**config.mk**
```make
export PLATFORM = sky130hd
export DESIGN_NAME = vga_plot_arbiter
export DESIGN_NICKNAME = d
export VERILOG_FILES = /design/src/rtl/vga_plot_arbiter.sv
export SDC_FILE = /design/constraint.sdc
export NUM_CORES = 1
export LEC_CHECK = 0
export CELL_PAD_IN_SITES_DETAIL_PLACEMENT = 1
export CELL_PAD_IN_SITES_GLOBAL_PLACEMENT = 2
export CORE_UTILIZATION = 30
export CTS_CLUSTER_DIAMETER = 80
export DETAILED_ROUTE_END_ITERATION = 7
export GPL_TIMING_DRIVEN = 0
export PLACE_DENSITY = 0.88
export REMOVE_ABC_BUFFERS = 1
export SYNTH_ARGS = -nofsm -noshare
export SYNTH_HDL_FRONTEND = slang
export SYNTH_SLANG_ARGS = --single-unit
```
**constraint.sdc**
```tcl
create_clock -name clock -period 5.15 [get_ports clock]
set_input_delay 0.515 -clock clock [delete_from_list [all_inputs] [get_ports clock]]
set_output_delay 0.515 -clock clock [all_outputs]
set_load 0.01 [all_outputs]
```
**src/rtl/vga_plot_arbiter.sv**
```systemverilog
// Round-robin arbiter that rasterises solid rectangle fills from several
// requesters onto the single pixel-write port of a 160x120 VGA adapter.
module vga_plot_arbiter #(
  parameter int NREQ  = 3,
  parameter int X_MAX = 159,
  parameter int Y_MAX = 119
) (
  input  logic                 clock,
  input  logic                 reset,
  input  logic [NREQ-1:0]      req,
  input  logic [8*NREQ-1:0]    rect_x,
  input  logic [7*NREQ-1:0]    rect_y,
  input  logic [8*NREQ-1:0]    rect_w,
  input  logic [7*NREQ-1:0]    rect_h,
  input  logic [9*NREQ-1:0]    rect_colour,
  output logic [NREQ-1:0]      grant,
  output logic [NREQ-1:0]      done,
  output logic                 busy,
  output logic [7:0]           oX,
  output logic [6:0]           oY,
  output logic [8:0]           oColour,
  output logic                 oPlot
);

  localparam int IW = (NREQ > 1) ? $clog2(NREQ) : 1;

  typedef enum logic [1:0] {IDLE, LOAD, DRAW, DONE} state_t;

  state_t state, state_nxt;

  logic [7:0] x_arr [NREQ];
  logic [6:0] y_arr [NREQ];
  logic [7:0] w_arr [NREQ];
  logic [6:0] h_arr [NREQ];
  logic [8:0] c_arr [NREQ];

  for (genvar i = 0; i < NREQ; i++) begin : g_unpack
    assign x_arr[i] = rect_x[8*i +: 8];
    assign y_arr[i] = rect_y[7*i +: 7];
    assign w_arr[i] = rect_w[8*i +: 8];
    assign h_arr[i] = rect_h[7*i +: 7];
    assign c_arr[i] = rect_colour[9*i +: 9];
  end

  logic [NREQ-1:0] req_q;
  logic [NREQ-1:0] eligible;
  logic [IW-1:0]   last;
  logic [IW-1:0]   win_q;
  logic [IW-1:0]   winner;
  logic [IW-1:0]   idx;
  logic            any_req;

  logic [7:0] x_q;
  logic [6:0] y_q;
  logic [7:0] w_q;
  logic [6:0] h_q;
  logic [8:0] c_q;
  logic [7:0] col;
  logic [6:0] row;

  logic [7:0] base_x;
  logic [6:0] base_y;
  logic [8:0] base_c;
  logic [7:0] nxt_col;
  logic [6:0] nxt_row;
  logic [8:0] sum_x;
  logic [7:0] sum_y;
  logic       in_range;
  logic       last_px;
  logic       zero_area;

  // A request must be seen on two consecutive edges; this gives the one-cycle
  // sampling latency and lets a requester drop req in the IDLE cycle after done.
  always_comb begin
    eligible = req & req_q;
    winner   = last;
    any_req  = 1'b0;
    idx      = '0;
    for (int unsigned k = 1; k <= NREQ; k++) begin
      idx = IW'((32'(last) + k) % NREQ);
      if (!any_req && eligible[idx]) begin
        any_req = 1'b1;
        winner  = idx;
      end
    end
  end

  // Pixel datapath looks one pixel ahead so oX/oY/oPlot can be registered.
  always_comb begin
    base_x  = x_q;
    base_y  = y_q;
    base_c  = c_q;
    nxt_col = '0;
    nxt_row = '0;
    if (state == LOAD) begin
      base_x = x_arr[win_q];
      base_y = y_arr[win_q];
      base_c = c_arr[win_q];
    end else if (col == w_q - 8'd1) begin
      nxt_col = '0;
      nxt_row = row + 7'd1;
    end else begin
      nxt_col = col + 8'd1;
      nxt_row = row;
    end
    sum_x     = {1'b0, base_x} + {1'b0, nxt_col};
    sum_y     = {1'b0, base_y} + {1'b0, nxt_row};
    in_range  = (sum_x <= 9'(X_MAX)) && (sum_y <= 8'(Y_MAX));
    last_px   = (col == w_q - 8'd1) && (row == h_q - 7'd1);
    zero_area = (w_arr[win_q] == '0) || (h_arr[win_q] == '0);
  end

  always_comb begin
    state_nxt = state;
    case (state)
      IDLE:    if (any_req) state_nxt = LOAD;
      LOAD:    state_nxt = zero_area ? DONE : DRAW;
      DRAW:    if (last_px) state_nxt = DONE;
      DONE:    state_nxt = IDLE;
      default: state_nxt = IDLE;
    endcase
  end

  always_ff @(posedge clock or posedge reset) begin
    if (reset) state <= IDLE;
    else       state <= state_nxt;
  end

  always_ff @(posedge clock or posedge reset) begin
    if (reset) begin
      req_q   <= '0;
      last    <= IW'(NREQ - 1);
      win_q   <= '0;
      grant   <= '0;
      done    <= '0;
      busy    <= 1'b0;
      oX      <= '0;
      oY      <= '0;
      oColour <= '0;
      oPlot   <= 1'b0;
      x_q     <= '0;
      y_q     <= '0;
      w_q     <= '0;
      h_q     <= '0;
      c_q     <= '0;
      col     <= '0;
      row     <= '0;
    end else begin
      req_q <= req;
      busy  <= (state_nxt != IDLE);
      done  <= '0;
      oPlot <= 1'b0;

      if (state == IDLE && any_req) begin
        win_q <= winner;
        grant <= NREQ'(1) << winner;
      end

      if (state == LOAD) begin
        x_q <= x_arr[win_q];
        y_q <= y_arr[win_q];
        w_q <= w_arr[win_q];
        h_q <= h_arr[win_q];
        c_q <= c_arr[win_q];
      end

      if (state_nxt == DRAW) begin
        col     <= nxt_col;
        row     <= nxt_row;
        oX      <= sum_x[7:0];
        oY      <= sum_y[6:0];
        oColour <= base_c;
        oPlot   <= in_range;
      end

      if (state_nxt == DONE) begin
        done  <= NREQ'(1) << win_q;
        grant <= '0;
        last  <= win_q;
      end
    end
  end

endmodule
```
==> summary.md, run 1 <==
| Metric | Value |
|---|---|
| Number of global-route vias before repair | 5422 |
| TritonCTS Buffers | 9 |
| Layout Nets | 885 |
| Routability cong. | 0.807 |
| Pleak | 3.26 nW |
| Min-delay worst type | reg2reg |
| Vias | 5060 |
| Reg-to-Reg End | col[6] |
| N_diodes | 0 |
| CTS tree | built |
| Pre-CTS WS | 0.300 ns |
| Most Crowded Layer GR | met2 |
| Status | finished, final reports clean |
| Worst Hold Path Cells | 1 |
| Initial antenna violation count | 0 |
| WP data required | 5.38 ns |
| Crit-path leading delay family | compound AO/OA/AOI/OAI gates |
| Core Area | 0.0190 mm^2 |
| Synthesized area | 0.00591 mm^2 |
| Initial drt markers | 174 |
| WL final | 17.2 mm |
| Io pins | 154 |
| Synth Register Bits | 95 |
| Worst-Margin Slew | 1.34 ns |
| Synth area leader | dfrtp_1 |
| Worst skew pair latency | 0.35 ns |
| Die Width | 142 um |
| Fraction of layout cells with a size suffix above 1 | 9.43% |
| Data arrival, critical path | 4.89 ns |
| Worst setup EP type | flip-flop |
| Initial Util | 31.1% |
| GRT met3 Usage | 4.24% |
| Met2 GRT Util | 30.0% |
| Slowest-stage cell, CP | a21boi_4 |
| Routed Antenna Nets | 0 |
| Port bufs | 153 |
| Fmax | 215 MHz |
| TritonRoute pass-1 iters | 4 |
| DIE AREA | 0.0203 mm^2 |
| Sink Count | 95 |
| Max-Cap Viols | 0 |
| Final period util | 90.5% |
| Syn Area/Cell | 9.78 um^2 |
| CP max FO | 42 |
| Crit-path cells | nor2b_4 -> o2bb2ai_1 -> a211oi_1 -> a41oi_1 -> o2111ai_2 -> a21boi_4 -> mux2_2 |
| Post-Syn Instances | 604 |
| Min cycle time layout | 4.66 ns |
| Final WS setup | 0.489 ns |
| Die Y | 142 um |
| VDD IR max | 0.235 mV |
| Post-route DRC violation count | 0 |
| WL/cell | 17.2 um |
| Via density | 5.05 |
| H-tree depth | 3 |
| Power per cell area | 602 mW/mm^2 |
| Dpl hpwl | 12.7 mm |
| Worst Hold Slack | 0.483 ns |
| Synth cell types | 65 |
| # rows | 50 |
| Hold buffer count at CTS | 0 |
| Worst slew margin | 10.5% |
| Largest net degree at the start of global routing | 87 |
| Setup Buffers After CTS | 0 |
| Area growth syn-to-layout | 35.2% |
| Reg2reg start | win_q[0] |
| Post-synth top area share | 39.8% |
| Ys Warns | 0 |
| Crit start category | flip-flop |
| Post-CTS Resized | 0 |
| Met1 Usage GRT | 22.3% |
| Worst reg-to-reg path cell count | 7 |
| Slew Limit Fails | 0 |
| Setup Viol. Count Final | 0 |
| Hold EP | oColour[3] |
| Sequential area share after synthesis | 40.3% |
| GRT Residual Overflow | 0 |
| Bufs and invs on worst path | 0 |
| Max clock buf depth | 2 |
| Hold Path Origin | oColour[3] |
| EDFF count, synth | 0 |
| R2r setup slk | 0.49 ns |
| Worst Clk Skew | 0.00795 ns |
| Root Driver | clkbuf_16 |
| Clock Pin Slew Worst Setup and Hold Paths | 0.06 ns |
| Top FF cell, synth | dfrtp_1 |
| Worst Setup SP | win_q[0] |
| GRT Util Overall | 17.5% |
| Fillers | 2174 |
| Async SR Flop Fraction | 100% |
| Worst Path Class, Setup | reg2reg |
| First-pass GRT wire length | 27.8 mm |
| Max incr delay on CP | 1.08 ns |
| Synth top area cells | dfrtp_1 (40%), mux2_2 (6.9%), mux2i_1 (6.4%), a21oi_1 (5.7%), nor2_1 (5.1%) |
| Final Hold Vio Count | 0 |
| RSZ-0062 raised after global routing | false |
cell type report:
type / instances / area [um^2] / share of cell area (%)
clock buffers: 13 / 270 / 3.38
clock inverters: 3 / 40.0 / 0.501
inverters: 21 / 81.3 / 1.02
multi-input cells: 455 / 3310 / 41.4
flip-flops and latches: 95 / 2380 / 29.8
well taps: 260 / 325 / 4.07
repair buffers: 155 / 1580 / 19.8
layout by cell type (no fill, tap or decap), types with 3 or more instances in the layout:
master / count
nand2_1: 18
a22oi_1: 5
mux2_1: 8
xor2_1: 11
xnor2_1: 27
o21bai_1: 4
clkbuf_8: 3
nor3_1: 15
a31oi_1: 4
ha_1: 23
nor2_1: 81
a211oi_1: 3
o21a_1: 5
mux2i_1: 38
or3_1: 3
a21o_1: 6
mux2_2: 36
o2111a_1: 5
clkbuf_16: 9
dfrtp_1: 92
and2_1: 4
inv_1: 20
nand4_1: 5
nand3_1: 9
nand2b_1: 3
o221ai_1: 7
o21ai_0: 18
clkdlybuf4s50_1: 153
o2bb2ai_1: 6
a21oi_1: 67
state kept, by name (all words and copies together) (netlist names), 2 cells and up:
register and count:
win_q 2, row 7, last 2, oY 7, h_q 7, state 2, x_q 8, grant 3
col 8, y_q 7, done 3, w_q 8, oColour 9, oX 8, c_q 9, req_q 3
power by group:
group / total, W / switching, W / leakage, nW / internal [W]
Clock: 0.000703 / 0.000288 / 0.156 / 0.000415
Sequential: 0.00139 / 0.000303 / 1.13 / 0.00109
Combinational: 0.00272 / 0.00139 / 1.98 / 0.00133
Total: 0.00481 / 0.00198 / 3.26 / 0.00283
through the flow:
stage | std cells | utilization [%] | power, W | TNS [ns] | area [um^2]
after floorplan | 571 | - | 0.00319 | 0 | 5750
after global placement | 984 | 40.0 | 0.00400 | -73.86 | 7600
after detailed placement | 986 | 40.4 | 0.00416 | 0 | 7680
after CTS | 1002 | 42.0 | 0.00490 | 0 | 7990
after global routing | 1002 | 42.0 | 0.00521 | 0 | 7990
final | 1002 | 42.0 | 0.00481 | 0 | 7990
routing by layer:
metal  vias to the layer above  wire [um]
met5                         -          0
met4                         0        172
met3                        14        887
met2                       121       8300
met1                      2497       7830
li1                       2428          -
Yosys cell counts (3+ instances only):
library cell and count:
a21o_1 6, o221ai_1 7, nor2_1 81, a31oi_1 4
buf_6 3, o2111a_1 5, a211oi_1 3, o2bb2ai_1 6
a22oi_1 5, nand2b_1 3, nand3_1 9, o21ai_0 18
buf_2 7, xnor2_1 27, o21a_1 5, inv_1 21
nand2_1 18, xor2_1 11, a21oi_1 67, nor3_1 15
nand4_1 5, mux2i_1 38, mux2_1 8, o21bai_1 4
mux2_2 36, dfrtp_1 94, and2_1 4, ha_1 24
buf_1 7, clkbuf_1 15, or3_1 3
logic make-up (layout without fill, tap and decap cells):
kind of cell / Yosys count / in the layout / synth area share, %
AND/OR/NAND/NOR: 157 / 157 / 12.4
flip-flops: 95 / 95 / 40.3
XOR/XNOR: 38 / 38 / 5.63
adder cells (fa/ha/maj): 27 / 27 / 5.93
multiplexers: 82 / 82 / 14.8
buffers and inverters: 54 / 192 / 4.02
AO/OA/AOI/OAI: 151 / 151 / 16.9
worst max path at each step:
stage	depth (start not counted)	end	slack [ns]
6_report	7	col[6]	0.49
4_1_cts	7	oX[4]	0.31
3_3_place_gp	7	oColour[2]	-1.78
3_5_place_dp	7	oX[4]	0.30
5_1_grt	7	oColour[6]	0.07
2_1_floorplan	7	row[2]	0.54
Note: power is estimated with default switching activity, not from simulation.
==> run 2, diff against run 1 <==
Settings changed: CORE_UTILIZATION 30 to 31, CTS_BUF_LIST from default to sky130_fd_sc_hd__clkbuf_2, PLACE_DENSITY 0.88 to 0.9.
==> summary.md, run 2 (synthesis gave the netlist of run 1 again) <==
| Metric | Value |
|---|---|
| DIE AREA | 0.0196 mm^2 (was 0.0203 mm^2) |
| Commonest non-fill, non-tap cell in the layout | clkdlybuf4s50_1 (unchanged) |
| WL final | 16.7 mm (was 17.2 mm) |
| Routed Antenna Nets | 0 (unchanged) |
| Initial drt markers | 224 (was 174) |
| Worst Path Class, Setup | reg2reg (unchanged) |
| Status | finished, final reports clean (unchanged) |
| Die Y | 140 um (was 142 um) |
| Io pins | 154 (unchanged) |
| GRT Util Overall | 17.8% (was 17.5%) |
| Worst slew margin | 13.0% (was 10.5%) |
| Most frequent cells in the layout | clkdlybuf4s50_1 (153), dfrtp_1 (92), nor2_1 (81) (unchanged) |
| Post-route design area | 0.00772 mm^2 (was 0.00799 mm^2) |
| Die Width | 140 um (was 142 um) |
| Worst-Margin Slew | 1.30 ns (was 1.34 ns) |
| Post-CTS Resized | 0 (unchanged) |
| Root Driver | clkbuf_2 (was clkbuf_16) |
| WP data required | 5.62 ns (was 5.38 ns) |
| Initial Util | 31.6% (was 31.1%) |
| Worst skew pair latency | 0.58 ns (was 0.35 ns) |
| Setup Viol. Count Final | 0 (unchanged) |
| Largest registers | c_q (9), oColour (9) (unchanged) |
| RSZ-0062 raised after global routing | false (unchanged) |
| Crit start category | flip-flop (unchanged) |
| Power per cell area | 567 mW/mm^2 (was 602 mW/mm^2) |
| First-pass GRT wire length | 28.0 mm (was 27.8 mm) |
| N_diodes | 0 (unchanged) |
| Worst Hold Slack | 0.293 ns (was 0.483 ns) |
| WL/cell | 17.1 um (was 17.2 um) |
| Slew Limit Fails | 0 (unchanged) |
| Max clock buf depth | 2 (unchanged) |
| VDD IR max | 0.265 mV (was 0.235 mV) |
| Via density | 5.19 (was 5.05) |
| Min-delay worst type | in2async (was reg2reg) |
| TritonCTS Buffers | 9 (unchanged) |
| CTS tree | built (unchanged) |
| Max-Cap Viols | 0 (unchanged) |
| Clock Pin Slew Worst Setup and Hold Paths | 0.27 ns (was 0.06 ns) |
| CP max FO | 42 (unchanged) |
| Fillers | 2117 (was 2174) |
| Pre-CTS WS | 0.506 ns (was 0.300 ns) |
| Port bufs | 153 (unchanged) |
| Area growth syn-to-layout | 30.7% (was 35.2%) |
| Fmax | 219 MHz (was 215 MHz) |
| Fraction of layout cells with a size suffix above 1 | 9.05% (was 9.43%) |
| H-tree depth | 3 (unchanged) |
| Worst setup EP type | flip-flop (unchanged) |
| TritonRoute pass-1 iters | 5 (was 4) |
| Layout Nets | 885 (unchanged) |
| Setup Buffers After CTS | 0 (unchanged) |
| Sink Count | 95 (unchanged) |
| Vias | 5057 (was 5060) |
| Core Area | 0.0187 mm^2 (was 0.0190 mm^2) |
| Initial antenna violation count | 0 (unchanged) |
| Final WS setup | 0.583 ns (was 0.489 ns) |
| GRT Residual Overflow | 0 (unchanged) |
| Number of global-route vias before repair | 5562 (was 5422) |
| # rows | 50 (unchanged) |
| Final Hold Vio Count | 0 (unchanged) |
| Min cycle time layout | 4.57 ns (was 4.66 ns) |
| Post-route DRC violation count | 0 (unchanged) |
| Hold buffer count at CTS | 0 (unchanged) |
| Pleak | 3.15 nW (was 3.26 nW) |
| Data arrival, critical path | 5.04 ns (was 4.89 ns) |
| Cell area after placement | 0.00764 mm^2 (was 0.00768 mm^2) |
| Worst Clk Skew | 0.0374 ns (was 0.00795 ns) |
| Dpl hpwl | 12.4 mm (was 12.7 mm) |
| Routability cong. | 0.768 (was 0.807) |
| Register area | 0.00238 mm^2 (unchanged) |
| Final Power | 0.00438 W (was 0.00481 W) |
| Largest net degree at the start of global routing | 87 (unchanged) |
| Area of the multi-input gates | 0.00331 mm^2 (unchanged) |
| Final period util | 88.7% (was 90.5%) |
==> run 2: cell count changes in the layout (fill, tap and decap cells not counted), sizes merged <==
cell and delta:
clkinvlp +2, clkbuf -4, bufinv -1, clkinv +1
==> run 2: through the flow <==
| stage | TNS (ns) | util (%) | std cells |
|---|---|---|---|
| 4_1_cts | 0 | 41.3 | 974 |
| 6_report | 0 | 41.3 | 974 |
| 3_3_place_gp | -63.25 | 40.5 | 958 |
| 3_5_place_dp | 0 | 40.9 | 960 |
| 5_1_grt | 0 | 41.3 | 974 |
| 2_1_floorplan | 0 | - | 571 |
==> run 2: final timing paths <==
check	startpoint	end	slack (ns)	depth (start not counted)
worst max-delay path	win_q[0]	col[6]	0.58	7
worst min-delay path	reset	req_q[2]	0.29	2
worst max register to register	win_q[0]	col[6]	0.58	7
worst min register to register	y_q[6]	y_q[6]	0.52	1
max in group asynchronous	reset	last[1]	4.13	3
min in group clock	req[1]	req_q[1]	0.42	1
==> run 2: power by group <==
part           internal (W)  switching [W]
clock network     0.0000538       0.000250
registers           0.00108       0.000302
logic               0.00132        0.00137
total               0.00246        0.00192
==> run 2: critical path, stage by stage (launching register included) <==
cell and delay, ns:
dfrtp_2 0.98, nor2b_4 0.93, o2bb2ai_1 0.21, a211oi_1 0.09, a41oi_1 0.47, o2111ai_2 0.25
a21boi_4 1.03, mux2_2 0.43
==> run 2: per-layer routing <==
metal	track usage [%]	share of wire [%]	routed length, um
met1	22.6	46	7690
met2	30.9	49	8150
met3	2.63	3.3	550
met4	5.84	1.6	261
met5	0	0	0
==> run 2: area by class of cell <==
| type | count | share of cell area [%] |
|---|---|---|
| clock buffers | 9 | 0.584 |
| clock inverters | 5 | 0.357 |
| inverters | 21 | 1.05 |
| multi-input cells | 455 | 42.9 |
| flip-flops and latches | 95 | 30.9 |
| well taps | 234 | 3.79 |
| repair buffers | 155 | 20.5 |
==> run 3, diff against run 2 <==
Settings changed: CORE_MARGIN from default to 2.
==> summary.md, run 3 (synthesis gave the netlist of run 1 again) <==
| Metric | Value |
|---|---|
| Status | finished, final reports clean (unchanged) |
| Worst setup EP type | flip-flop (unchanged) |
| Initial Util | 31.6% (unchanged) |
| Setup Buffers After CTS | 0 (unchanged) |
| Utilization after layout | 41.4% (was 41.3%) |
| N_diodes | 0 (unchanged) |
| Layout Nets | 885 (unchanged) |
| Via density | 5.17 (was 5.19) |
| Post-route DRC violation count | 0 (unchanged) |
| Setup Viol. Count Final | 0 (unchanged) |
| Core Area | 0.0187 mm^2 (unchanged) |
| WL/cell | 17.0 um (was 17.1 um) |
| Worst-Margin Slew | 1.30 ns (about the same) |
| Net switching power | 0.00191 W (was 0.00192 W) |
| Max clock buf depth | 2 (unchanged) |
| Pint | 0.00252 W (was 0.00246 W) |
| Fmax | 215 MHz (was 219 MHz) |
| Largest registers | c_q (9), oColour (9) (unchanged) |
| DIE AREA | 0.0202 mm^2 (was 0.0196 mm^2) |
| Root Driver | clkbuf_2 (unchanged) |
| Most frequent cells in the layout | clkdlybuf4s50_1 (153), dfrtp_1 (92), nor2_1 (81) (unchanged) |
| Vias | 5043 (was 5057) |
| WL final | 16.6 mm (was 16.7 mm) |
| Fraction of layout cells with a size suffix above 1 | 9.43% (was 9.05%) |
| Crit-path cells | nor2b_4 -> o2bb2ai_1 -> a211oi_1 -> a41oi_1 -> o2111ai_2 -> a21boi_4 -> mux2_2 (unchanged) |
| Area growth syn-to-layout | 31.2% (was 30.7%) |
| Routability cong. | 0.803 (was 0.768) |
| Largest net degree at the start of global routing | 87 (unchanged) |
| Data arrival, critical path | 5.14 ns (was 5.04 ns) |
| Post-Layout Cell Count | 976 (was 974) |
| Hold buffer count at CTS | 0 (unchanged) |
| Placed insts | 960 (unchanged) |
| Fillers | 2084 (was 2117) |
| # rows | 50 (unchanged) |
| Die Width | 142 um (was 140 um) |
| Worst Path Class, Setup | reg2reg (unchanged) |
| Io pins | 154 (unchanged) |
| WP data required | 5.64 ns (was 5.62 ns) |
| R2r setup slk | 0.50 ns (was 0.58 ns) |
| GRT Residual Overflow | 0 (unchanged) |
| Clock Pin Slew Worst Setup and Hold Paths | 0.25 ns (was 0.27 ns) |
| Number of global-route vias before repair | 5431 (was 5562) |
| Commonest non-fill, non-tap cell in the layout | clkdlybuf4s50_1 (unchanged) |
| TritonRoute pass-1 iters | 4 (was 5) |
| Max incr delay on CP | 1.05 ns (was 1.03 ns) |
| Port bufs | 153 (unchanged) |
| CTS tree | built (unchanged) |
| Initial antenna violation count | 0 (unchanged) |
| Sequential Power Share | 31.3% (was 31.6%) |
| Max-Cap Viols | 0 (unchanged) |
| Min cycle time layout | 4.65 ns (was 4.57 ns) |
| H-tree depth | 3 (unchanged) |
| Final Hold Vio Count | 0 (unchanged) |
| Initial drt markers | 151 (was 224) |
| Routed Antenna Nets | 0 (unchanged) |
| Comb pwr share | 60.5% (was 61.5%) |
| GRT Util Overall | 17.0% (was 17.8%) |
| Dpl hpwl | 12.4 mm (about the same) |
| TritonCTS Buffers | 9 (unchanged) |
| Power per cell area | 571 mW/mm^2 (was 567 mW/mm^2) |
| CP max FO | 42 (unchanged) |
| Worst Clk Skew | 0.0222 ns (was 0.0374 ns) |
| Sw frac | 43.1% (was 43.8%) |
| RSZ-0062 raised after global routing | false (unchanged) |
| Slowest-stage cell, CP | a21boi_4 (unchanged) |
| Sink Count | 95 (unchanged) |
| VDD IR max | 0.239 mV (was 0.265 mV) |
| Post-CTS Resized | 0 (unchanged) |
| Bufs and invs on worst path | 0 (unchanged) |
| First-pass GRT wire length | 27.3 mm (was 28.0 mm) |
| Crit-path leading delay family | compound AO/OA/AOI/OAI gates (unchanged) |
| Slew Limit Fails | 0 (unchanged) |
| Pleak | 3.18 nW (was 3.15 nW) |
| Worst slew margin | 13.3% (was 13.0%) |
| Power share of the clock group | 8.2% (was 6.9%) |
| Worst skew pair latency | 0.60 ns (was 0.58 ns) |
| Crit start category | flip-flop (unchanged) |
| Min-delay worst type | in2async (unchanged) |
| Die Y | 142 um (was 140 um) |
| Final period util | 90.2% (was 88.7%) |
==> run 3: routing by layer <==
layer  up-vias  GRT usage [%]  part of all wire [%]
li1       2431              -                     -
met3        17           2.86                   5.6
met5         -              0                     0
met4         0           5.37                   1.5
met1      2464           21.7                    45
met2       131           29.4                    48
==> run 3: worst register-to-register path, delay by kind of cell (launching register included) <==
kind             cells  cell delay (ns)
AO/OA/AOI/OAI        5             2.15
AND/OR/NAND/NOR      1             0.95
multiplexers         1             0.46
flip-flops           1             0.99
==> run 3: power by group through the flow <==
stage / logic (W) / clock network [W] / registers (W)
after floorplan: 0.00181 / 0 / 0.00138
after global placement: 0.00256 / 0 / 0.00141
after detailed placement: 0.00272 / 0 / 0.00141
after CTS: 0.00273 / 0.000379 / 0.00139
after global routing: 0.00300 / 0.000411 / 0.00144
final: 0.00268 / 0.000363 / 0.00138
==> run 3: through the flow <==
step | area [um^2] | hold slack, ns | worst slack [ns] | total power (W) | setup TNS, ns
2_1_floorplan | 5750 | 0.455 | 0.536 | 0.00319 | 0
3_3_place_gp | 7570 | 0.477 | -1.58 | 0.00398 | -63.60
3_5_place_dp | 7640 | 0.484 | 0.452 | 0.00413 | 0
4_1_cts | 7750 | 0.180 | 0.436 | 0.00450 | 0
5_1_grt | 7750 | 0.188 | 0.113 | 0.00485 | 0
6_report | 7750 | 0.212 | 0.504 | 0.00443 | 0
==> run 3: area by class of cell <==
type                    count  area, um^2  area share (%)
flip-flops and latches     95        2380            30.7
repair buffers            155        1580            20.4
clock buffers              11        55.1           0.710
inverters                  21        81.3            1.05
well taps                 234         293            3.78
multi-input cells         455        3310            42.7
clock inverters             5        48.8           0.630
==> run 3: path summary, 6_finish.rpt <==
check                                start         end  depth (start not counted)
worst max register to register    win_q[0]      col[6]                          7
min in group clock                  req[1]    req_q[1]                          1
worst max-delay path              win_q[0]      col[6]                          7
max in group asynchronous            reset      col[5]                          3
worst min-delay path                 reset  oColour[5]                          2
worst min register to register  oColour[3]  oColour[3]                          1
